`config.mk`:
```
export PLATFORM = sky130hd
export DESIGN_NAME = muldiv_sequencer
export DESIGN_NICKNAME = d
export VERILOG_FILES = /design/src/rtl/muldiv_sequencer.sv
export SDC_FILE = /design/constraint.sdc
export NUM_CORES = 1
export LEC_CHECK = 0
export ABC_AREA = 1
export ABC_CLOCK_PERIOD_IN_PS = 4680
export CORE_MARGIN = 2
export CORE_UTILIZATION = 50
export DETAILED_ROUTE_END_ITERATION = 12
export MAX_ROUTING_LAYER = met4
export PLACE_DENSITY = 0.78
export SETUP_SLACK_MARGIN = 0.05
export SYNTH_ARGS = -nofsm -noshare
export SYNTH_HDL_FRONTEND = slang
export SYNTH_SLANG_ARGS = --single-unit
export TNS_END_PERCENT = 30
```
`constraint.sdc`:
```
create_clock -name clk -period 4.68 [get_ports clk]
set_input_delay 1.404 -clock clk [delete_from_list [all_inputs] [get_ports clk]]
set_output_delay 1.404 -clock clk [all_outputs]
set_load 0.005 [all_outputs]
```
`src/rtl/muldiv_sequencer.sv`:
```
// -----------------------------------------------------------------------------
// muldiv_sequencer
//
// Iterative RV32M execution unit for the EX stage. Accepts one M-extension op
// (MUL/MULH/MULHSU/MULHU/DIV/DIVU/REM/REMU), runs a fixed DATA_WIDTH-step
// shift-add multiply or restoring divide on operand magnitudes, applies the
// sign fix on the last step and presents a one-cycle done pulse. Divide by
// zero and signed overflow bypass the loop and finish the next cycle.
//
// Ports:
//   clk     in   clock
//   rst     in   synchronous, active-high reset
//   start   in   EX holds a valid M-extension op
//   flush   in   EX squash; abandons any op in flight
//   funct3  in   op select (000 mul .. 111 remu)
//   op_a    in   rs1 value
//   op_b    in   rs2 value
//   busy    out  iteration loop in progress
//   stall   out  hold IF/ID/EX
//   done    out  result valid this cycle (one-cycle pulse)
//   result  out  registered result, held until the next completion
// -----------------------------------------------------------------------------
module muldiv_sequencer #(
  parameter int DATA_WIDTH = 32
) (
  input  logic                  clk,
  input  logic                  rst,
  input  logic                  start,
  input  logic                  flush,
  input  logic [2:0]            funct3,
  input  logic [DATA_WIDTH-1:0] op_a,
  input  logic [DATA_WIDTH-1:0] op_b,
  output logic                  busy,
  output logic                  stall,
  output logic                  done,
  output logic [DATA_WIDTH-1:0] result
);

  localparam int W  = DATA_WIDTH;
  localparam int CW = $clog2(DATA_WIDTH) + 1;
  localparam logic [CW-1:0] LOOP_CNT = CW'(DATA_WIDTH);
  localparam logic [W-1:0]  MIN_NEG  = {1'b1, {(W-1){1'b0}}};

  typedef enum logic [1:0] {
    IDLE = 2'd0,
    CALC = 2'd1,
    DONE = 2'd2
  } state_e;

  state_e          state_q, state_d;
  logic [CW-1:0]   cnt_q, cnt_d;
  logic [2:0]      funct3_q, funct3_d;
  logic            neg_q, neg_d;       // result needs negation at the end
  logic [W-1:0]    acc_q, acc_d;       // product high half / partial remainder
  logic [W-1:0]    lo_q, lo_d;         // multiplier->product low / dividend->quotient
  logic [W-1:0]    mcand_q, mcand_d;   // multiplicand or divisor magnitude
  logic [W-1:0]    result_q, result_d;

  // Operand decode on the incoming op
  logic            signed_a, signed_b, a_neg, b_neg;
  logic [W-1:0]    a_mag, b_mag;
  logic            div_zero, div_ovf, fast_path;
  logic [W-1:0]    fast_val;
  logic            accept;

  // One iteration step on the latched state
  logic [W:0]      mul_sum;
  logic [W:0]      rem_shift;
  logic            div_ge;
  logic [W-1:0]    div_diff;
  logic [W-1:0]    step_acc, step_lo;

  // Sign fix and result select for the final step
  logic [2*W-1:0]  prod, prod_fix;
  logic [W-1:0]    quo_fix, rem_fix, final_val;

  // NOTE: every combinational output gets a default before any branch, so no
  // path leaves a variable unassigned and no latch is inferred.
  always_comb begin
    signed_a = 1'b0;
    signed_b = 1'b0;
    case (funct3)
      3'b001:         begin signed_a = 1'b1; signed_b = 1'b1; end  // mulh
      3'b010:         begin signed_a = 1'b1; signed_b = 1'b0; end  // mulhsu
      3'b100, 3'b110: begin signed_a = 1'b1; signed_b = 1'b1; end  // div, rem
      default:        begin signed_a = 1'b0; signed_b = 1'b0; end
    endcase
    a_neg = signed_a & op_a[W-1];
    b_neg = signed_b & op_b[W-1];
    a_mag = a_neg ? -op_a : op_a;
    b_mag = b_neg ? -op_b : op_b;

    // Fast paths only apply to the divide group (funct3[2]); overflow only to
    // the signed forms (funct3[0] == 0).
    div_zero  = (op_b == '0);
    div_ovf   = ~funct3[0] & (op_a == MIN_NEG) & (op_b == '1);
    fast_path = funct3[2] & (div_zero | div_ovf);
    if (div_zero) fast_val = funct3[1] ? op_a : '1;
    else          fast_val = funct3[1] ? '0   : op_a;

    accept = (state_q == IDLE) & start & ~flush;

    // Shift-add: add multiplicand into the high half when the low bit is set,
    // then shift the whole 2W product right by one.
    mul_sum = {1'b0, acc_q} + (lo_q[0] ? {1'b0, mcand_q} : '0);

    // Restoring divide: bring the next dividend bit into the remainder and
    // subtract the divisor when it fits. The difference is below the divisor,
    // so its low W bits are exact.
    rem_shift = {acc_q, lo_q[W-1]};
    div_ge    = (rem_shift >= {1'b0, mcand_q});
    div_diff  = rem_shift[W-1:0] - mcand_q;

    if (funct3_q[2]) begin
      step_acc = div_ge ? div_diff : rem_shift[W-1:0];
      step_lo  = {lo_q[W-2:0], div_ge};
    end else begin
      step_acc = mul_sum[W:1];
      step_lo  = {mul_sum[0], lo_q[W-1:1]};
    end

    // neg_q already encodes the op-specific rule (product/quotient: signs
    // differ; remainder: dividend sign), so one flag serves every op.
    prod     = {step_acc, step_lo};
    prod_fix = neg_q ? -prod : prod;
    quo_fix  = neg_q ? -step_lo : step_lo;
    rem_fix  = neg_q ? -step_acc : step_acc;
    case (funct3_q)
      3'b000:                 final_val = prod_fix[W-1:0];
      3'b001, 3'b010, 3'b011: final_val = prod_fix[2*W-1:W];
      3'b100, 3'b101:         final_val = quo_fix;
      default:                final_val = rem_fix;
    endcase
  end

  // Next-state and outputs
  always_comb begin
    state_d  = state_q;
    cnt_d    = cnt_q;
    funct3_d = funct3_q;
    neg_d    = neg_q;
    acc_d    = acc_q;
    lo_d     = lo_q;
    mcand_d  = mcand_q;
    result_d = result_q;
    done     = 1'b0;
    busy     = (state_q == CALC);
    stall    = accept | (state_q == CALC);

    case (state_q)
      IDLE: begin
        if (accept) begin
          funct3_d = funct3;
          acc_d    = '0;
          lo_d     = funct3[2] ? a_mag : b_mag;
          mcand_d  = funct3[2] ? b_mag : a_mag;
          case (funct3)
            3'b001, 3'b010, 3'b100: neg_d = a_neg ^ b_neg;
            3'b110:                 neg_d = a_neg;
            default:                neg_d = 1'b0;
          endcase
          if (fast_path) begin
            result_d = fast_val;
            cnt_d    = '0;
            state_d  = DONE;
          end else begin
            cnt_d    = LOOP_CNT;
            state_d  = CALC;
          end
        end
      end
      CALC: begin
        acc_d = step_acc;
        lo_d  = step_lo;
        cnt_d = cnt_q - CW'(1);
        if (cnt_q == CW'(1)) begin
          result_d = final_val;
          state_d  = DONE;
        end
      end
      DONE: begin
        done    = 1'b1;
        state_d = IDLE;
      end
      default: state_d = IDLE;
    endcase

    // A squash abandons the op in flight and leaves the last result intact.
    if (flush) begin
      state_d  = IDLE;
      cnt_d    = '0;
      result_d = result_q;
      done     = 1'b0;
    end
  end

  // NOTE: sequential state uses non-blocking assignments so every flop samples
  // the pre-edge values of the others.
  always_ff @(posedge clk) begin
    if (rst) begin
      state_q  <= IDLE;
      cnt_q    <= '0;
      funct3_q <= '0;
      neg_q    <= 1'b0;
      acc_q    <= '0;
      lo_q     <= '0;
      mcand_q  <= '0;
      result_q <= '0;
    end else begin
      state_q  <= state_d;
      cnt_q    <= cnt_d;
      funct3_q <= funct3_d;
      neg_q    <= neg_d;
      acc_q    <= acc_d;
      lo_q     <= lo_d;
      mcand_q  <= mcand_d;
      result_q <= result_d;
    end
  end

  assign result = result_q;

endmodule

```
## Word level (Yosys, flattened, before mapping)

Cells that the tools add are included.

| word-level totals | value |
|---|---|
| register bits | 140 |
| word-level logic and storage cells | 95 |
| input port bits | 71 |
| output and inout port bits | 35 |

| operators by class | value |
|---|---|
| mux-type cells | 35 |
| $lt $le $gt $ge | 1 |
| reductions and logical operators | 14 |
| add/sub/neg operators | 8 |
| bitwise gates (word level) | 12 |
| eq/ne operators | 17 |

Operators with widths:

| cell | number |
|---|---|
| two-way mux 32 bit | 18 |
| case mux 32 bit (2 select lines) | 3 |
| negator 32 bit | 4 |
| case mux 32 bit (3 select lines) | 1 |
| equality test 32 bit, second input constant | 2 |
| two-way mux 64 bit | 1 |
| negator 64 bit | 1 |
| adder 32 x 32 -> 33 bit | 1 |
| >= comparator 33 x 32 -> 1 bit | 1 |
| logical NOT 32 bit | 1 |
| subtractor 32 bit | 1 |
| equality test 3 bit, second input constant | 4 |
| two-way mux 6 bit | 2 |
| case mux 6 bit (2 select lines) | 1 |
| equality test 3 x 2 -> 1 bit, second input constant | 3 |
| OR reduction 3 bit | 3 |
| bitwise AND 1 bit | 7 |
| equality test 3 x 1 -> 1 bit, second input constant | 2 |
| equality test 6 x 1 -> 1 bit, second input constant | 1 |
| two-way mux 2 bit | 3 |
| AND reduction 2 bit | 3 |
| subtractor 6 x 1 -> 6 bit, second input constant | 1 |
| AND reduction 5 bit | 1 |
| two-way mux 1 bit | 4 |
| 14 further kinds | 18 |

## Longest topological paths before layout

| logic depth | value |
|---|---|
| word-level depth | 8 |
| depth in mapped cells | 32 |
| depth with buffers taken out | 32 |

## Least setup slack after synthesis

No wires, ideal clock.

| timing | value |
|---|---|
| path type | input-to-output |
| start point | in start |
| end point | out stall |
| buffers on the path | 1 |
| data required time | 3.276 ns |
| slack | 0.662 ns |
| cell stages on the path | 5 |
| arrival time | 2.614 ns |
| path through | inv_1 > nor3_1 > nor2_1 > inv_2 > buf_1 |

| on the way | value |
|---|---|
| cells in the longest elaborated chain, start to end | 3 |

RTL lines:

| element | line | RTL |
|---|---|---|
| start, declared | 28 | `input logic start,` |
| bitwise AND 1 bit (2 in a row) | 101 | `accept = (state_q == IDLE) & start & ~flush;` |
| bitwise OR 1 bit | 148 | `stall = accept \| (state_q == CALC);` |
| end, declared | 34 | `output logic stall,` |

Every way passes these cells.

## Final worst setup path

| timing | value |
|---|---|
| start point | reg lo_q[0] |
| end point | reg result_q[25] (netlist: result[25]) |

| on the way | value |
|---|---|
| cells in the longest elaborated chain, start to end | 8 |
| elaborated cells on any way between the ends | 13 |
| classes of those cells | add/sub (4); mux (9) |

RTL lines:

| element | line | RTL |
|---|---|---|
| start, declared | 55 | `logic [W-1:0] lo_q, lo_d;` |
| start signal, assigned | 215 | `lo_q <= lo_d;` |
| two-way mux 32 bit | 105 | `mul_sum = {1'b0, acc_q} + (lo_q[0] ? {1'b0, mcand_q} : '0);` |
| adder 32 x 32 -> 33 bit | 105 |  |
| two-way mux 32 bit | 114 | `if (funct3_q[2]) begin` |
| negator 64 bit / negator 32 bit (equally long branches) | 125, 127 |  |
| two-way mux 64 bit / two-way mux 32 bit (equally long branches) | 125, 127 |  |
| case mux 32 bit (3 select lines) (*) | 128 | `case (funct3_q)` |
| two-way mux 32 bit (*) | 176 | `if (cnt_q == CW'(1)) begin` |
| case mux 32 bit (2 select lines) (*) | 150 | `case (state_q)` |
| end signal, assigned | 217 | `result_q <= result_d;` |
| end, declared | 57 | `logic [W-1:0] result_q, result_d;` |

Mark *: on every way between the ends. The rest lies on a longest branch, timed or not. The select of a mux whose other input is x is not followed.
A chain may end at the register's enable or synchronous reset.

==> summary.txt <==
Pwr dens: 247.3 nW/µm²
Fin. Hold Viols: 0
Pre-Repair DR Iteration Count: 6
Peak supply drop: 0.2868 mV
Yosys top cell by area: nand2_1
Crit-path max FO: 26
Setup violations, final: 0
Die Y: 193.3 µm
Port bufs: 105
Worst EP arrival: 4.76 ns
CP required: 5.07 ns
Leakage: 10.45 nW
Placed cell area: 19,680 µm²
Worst-Skew Late Latency: 0.46 ns
Clk sink count: 140
Core box area: 35,400 µm²
Worst Hold Class: reg -> reg
Number of synthesized flops with an enable pin: 0
Synth top area cells: nand2_1, dfxtp_1, inv_1
Register area share after synthesis: 0.1564
Largest net degree at the start of global routing: 66
Fin Clk Skew: 0.01760 ns
Ports: 106
Grt ovf: 0
Initial antenna violation count: 2
Clock Pin Slew Worst Setup and Hold Paths: 0.07 ns
Routed WL per cell: 21.40 µm
Die W: 193.3 µm
Slew @ Worst Pin: 1.090 ns
Via count: 22,387
Starting DRC count in detailed routing: 3,167
Final cycle utilization of the critical path: 0.9343
Die Area: 37,360 µm²
R2R Setup Slk: 0.31 ns
Rel. slew slack: 0.2723
Most common cell after layout, fill and taps aside: nand2_1
Final nets: 3,460
Post-DRT Antenna Nets: 0
Synth Instances: 3,220
Asr flop ratio synth: 0
FP Rows: 69
CTS tree: built
Layout Cells excl Fill: 3,793
Post-layout min period: 4.373 ns
CP Launch Type: flip-flop
Root Buffer: clkbuf_16
Yosys reg bits: 140
Achievable frequency: 228.7 MHz
Status: finished clean
Final instance area: 20,280 µm²
CTS Buffer Depth: 2
Crit Path Class: reg -> reg
Most frequent cells in the layout: nand2_1, inv_1, nor2_1
Mapped Area: 17,920 µm²
Wire length of the first global-routing pass: 120.5 mm
Total track usage: 0.4311
H-tree depth: 4
Yosys cell types: 64
Area delta synth->final: 13.22%
MaxCap Viol Count: 0
Ys Warns: 0
Vias per inst: 5.902
Final HPWL DP: 66.54 mm
Slew Viols, Final: 0
Total Power: 5.017 mW
RSZ-0062 raised after global routing: no
Critical path capture point type: flip-flop
Vias in the first global route: 19,949
Synth Area per Inst: 5.564 µm²
Synth top area share: 0.2074
Post-Syn Nets: 3,364
Starting Density: 0.5062
Setup TNS: 0 ns
Share of layout cells above drive strength 1: 0.08952
GPL Wtd Cong: 1.074
DRC viols: 0
Top_reg_cell synth: dfxtp_1
CTS Buf Count: 17
Final wirelength: 81.17 mm
Hold-fix buffers at CTS: 0
Placed Cells: 3,758
Number of fill cells in the layout: 3,736
## stage by stage
step	hold WS [ns]	utilization	setup slack [ns]
6_report	0.4839	0.5731	0.3073
5_1_grt	0.4983	0.5731	0.07715
4_1_cts	0.4796	0.5728	0.3435
3_5_place_dp	0.4703	0.5560	0.1457
3_3_place_gp	0.4682	0.5560	0.1650
2_1_floorplan	0.4515	-	0.6618
## power breakdown
group	switching [mW]	internal (mW)	total, mW	leakage (nW)
Sequential	0.0569	1.24	1.30	1.14
Clock	0.707	0.718	1.43	0.288
Combinational	1.59	0.705	2.30	9.03
## Yosys cell counts (11+ instances only)
| cell type | instances |
|---|---|
| nand4_1 | 50 |
| nor2_2 | 26 |
| buf_2 | 18 |
| nand2_1 | 990 |
| nand3b_1 | 18 |
| a31oi_1 | 30 |
| xnor2_1 | 28 |
| ha_1 | 71 |
| o21ai_1 | 33 |
| nand3_1 | 221 |
| nor2_4 | 15 |
| o21ai_0 | 145 |
| clkbuf_1 | 71 |
| dfxtp_1 | 140 |
| nor2_1 | 273 |
| o22ai_1 | 26 |
| nand3_2 | 21 |
| o211ai_1 | 11 |
| a21oi_1 | 186 |
| nand2_2 | 33 |
| o21ai_2 | 14 |
| nor3_1 | 36 |
| inv_1 | 508 |
| xor2_1 | 75 |
| o221ai_1 | 16 |
| inv_2 | 26 |
## cell families after synthesis
kind of cell             count (synthesis)  share of synthesized area
buffers and inverters                  651                     0.1436
adder cells (fa/ha/maj)                 73                    0.05182
XOR/XNOR                               103                    0.05035
flip-flops                             140                     0.1564
AO/OA/AOI/OAI                          525                     0.1710
AND/OR/NAND/NOR                       1728                     0.4268
## state kept, by name (all words and copies together) (netlist names)
name / cells
result: 32
mcand_q: 32
cnt_q: 6
funct3_q: 3
acc_q: 32
neg_q: 1
lo_q: 32
state_q: 2
## layout make-up
type | instances | area, µm² | share of cell area
Antenna cell | 3 | 7.507 | 0.0003701
Clock buffer | 17 | 425.4 | 0.02097
Clock inverter | 15 | 170.2 | 0.008389
Inverter | 538 | 2019 | 0.09956
Multi-Input combinational cell | 2429 | 12570 | 0.6195
Sequential cell | 140 | 2809 | 0.1385
Tap cell | 461 | 576.8 | 0.02844
Timing Repair Buffer | 190 | 1709 | 0.08426
## repair_timing
item                       4_1_cts  5_1_grt
gates resized for setup          0        1
setup endpoints to repair        0        4
setup buffers                    0        0
## path summary, 6_finish.rpt
| check | end | cells past startpoint | start |
|---|---|---|---|
| max | result[25] | 25 | lo_q[0] |
| min | result[27] | 2 | result[27] |
| max reg2reg | result[25] | 25 | lo_q[0] |
| min reg2reg | result[27] | 2 | result[27] |
## metal layers
layer	GRT usage	wire length (µm)	up-vias
met5	-	0	-
met4	0.1841	4020	0
met3	0.1050	11140	220
met2	0.5907	32030	1480
met1	0.5964	33970	10207
li1	-	-	10480
## critical path: stages, from the launching register on
cell and delay (ns):
dfxtp_1 0.49, buf_4 0.36, nand2_1 0.11, inv_1 0.13, ha_1 0.31, a21oi_1 0.28, inv_1 0.10, nor2_1 0.11
nand2_1 0.11, nand3_1 0.12, nand2_1 0.13, nand2_1 0.12, nand3_1 0.08, nand3_1 0.10, nand2_1 0.35, nor2_1 0.26
nand2_1 0.09, nor2_1 0.13, nand2_1 0.09, nand2_1 0.11, nand3_1 0.10, nand2_1 0.09, nand2_1 0.05, nand2_1 0.06
nand3_1 0.23, a21oi_1 0.22
Note: power is estimated with default switching activity, not from simulation.
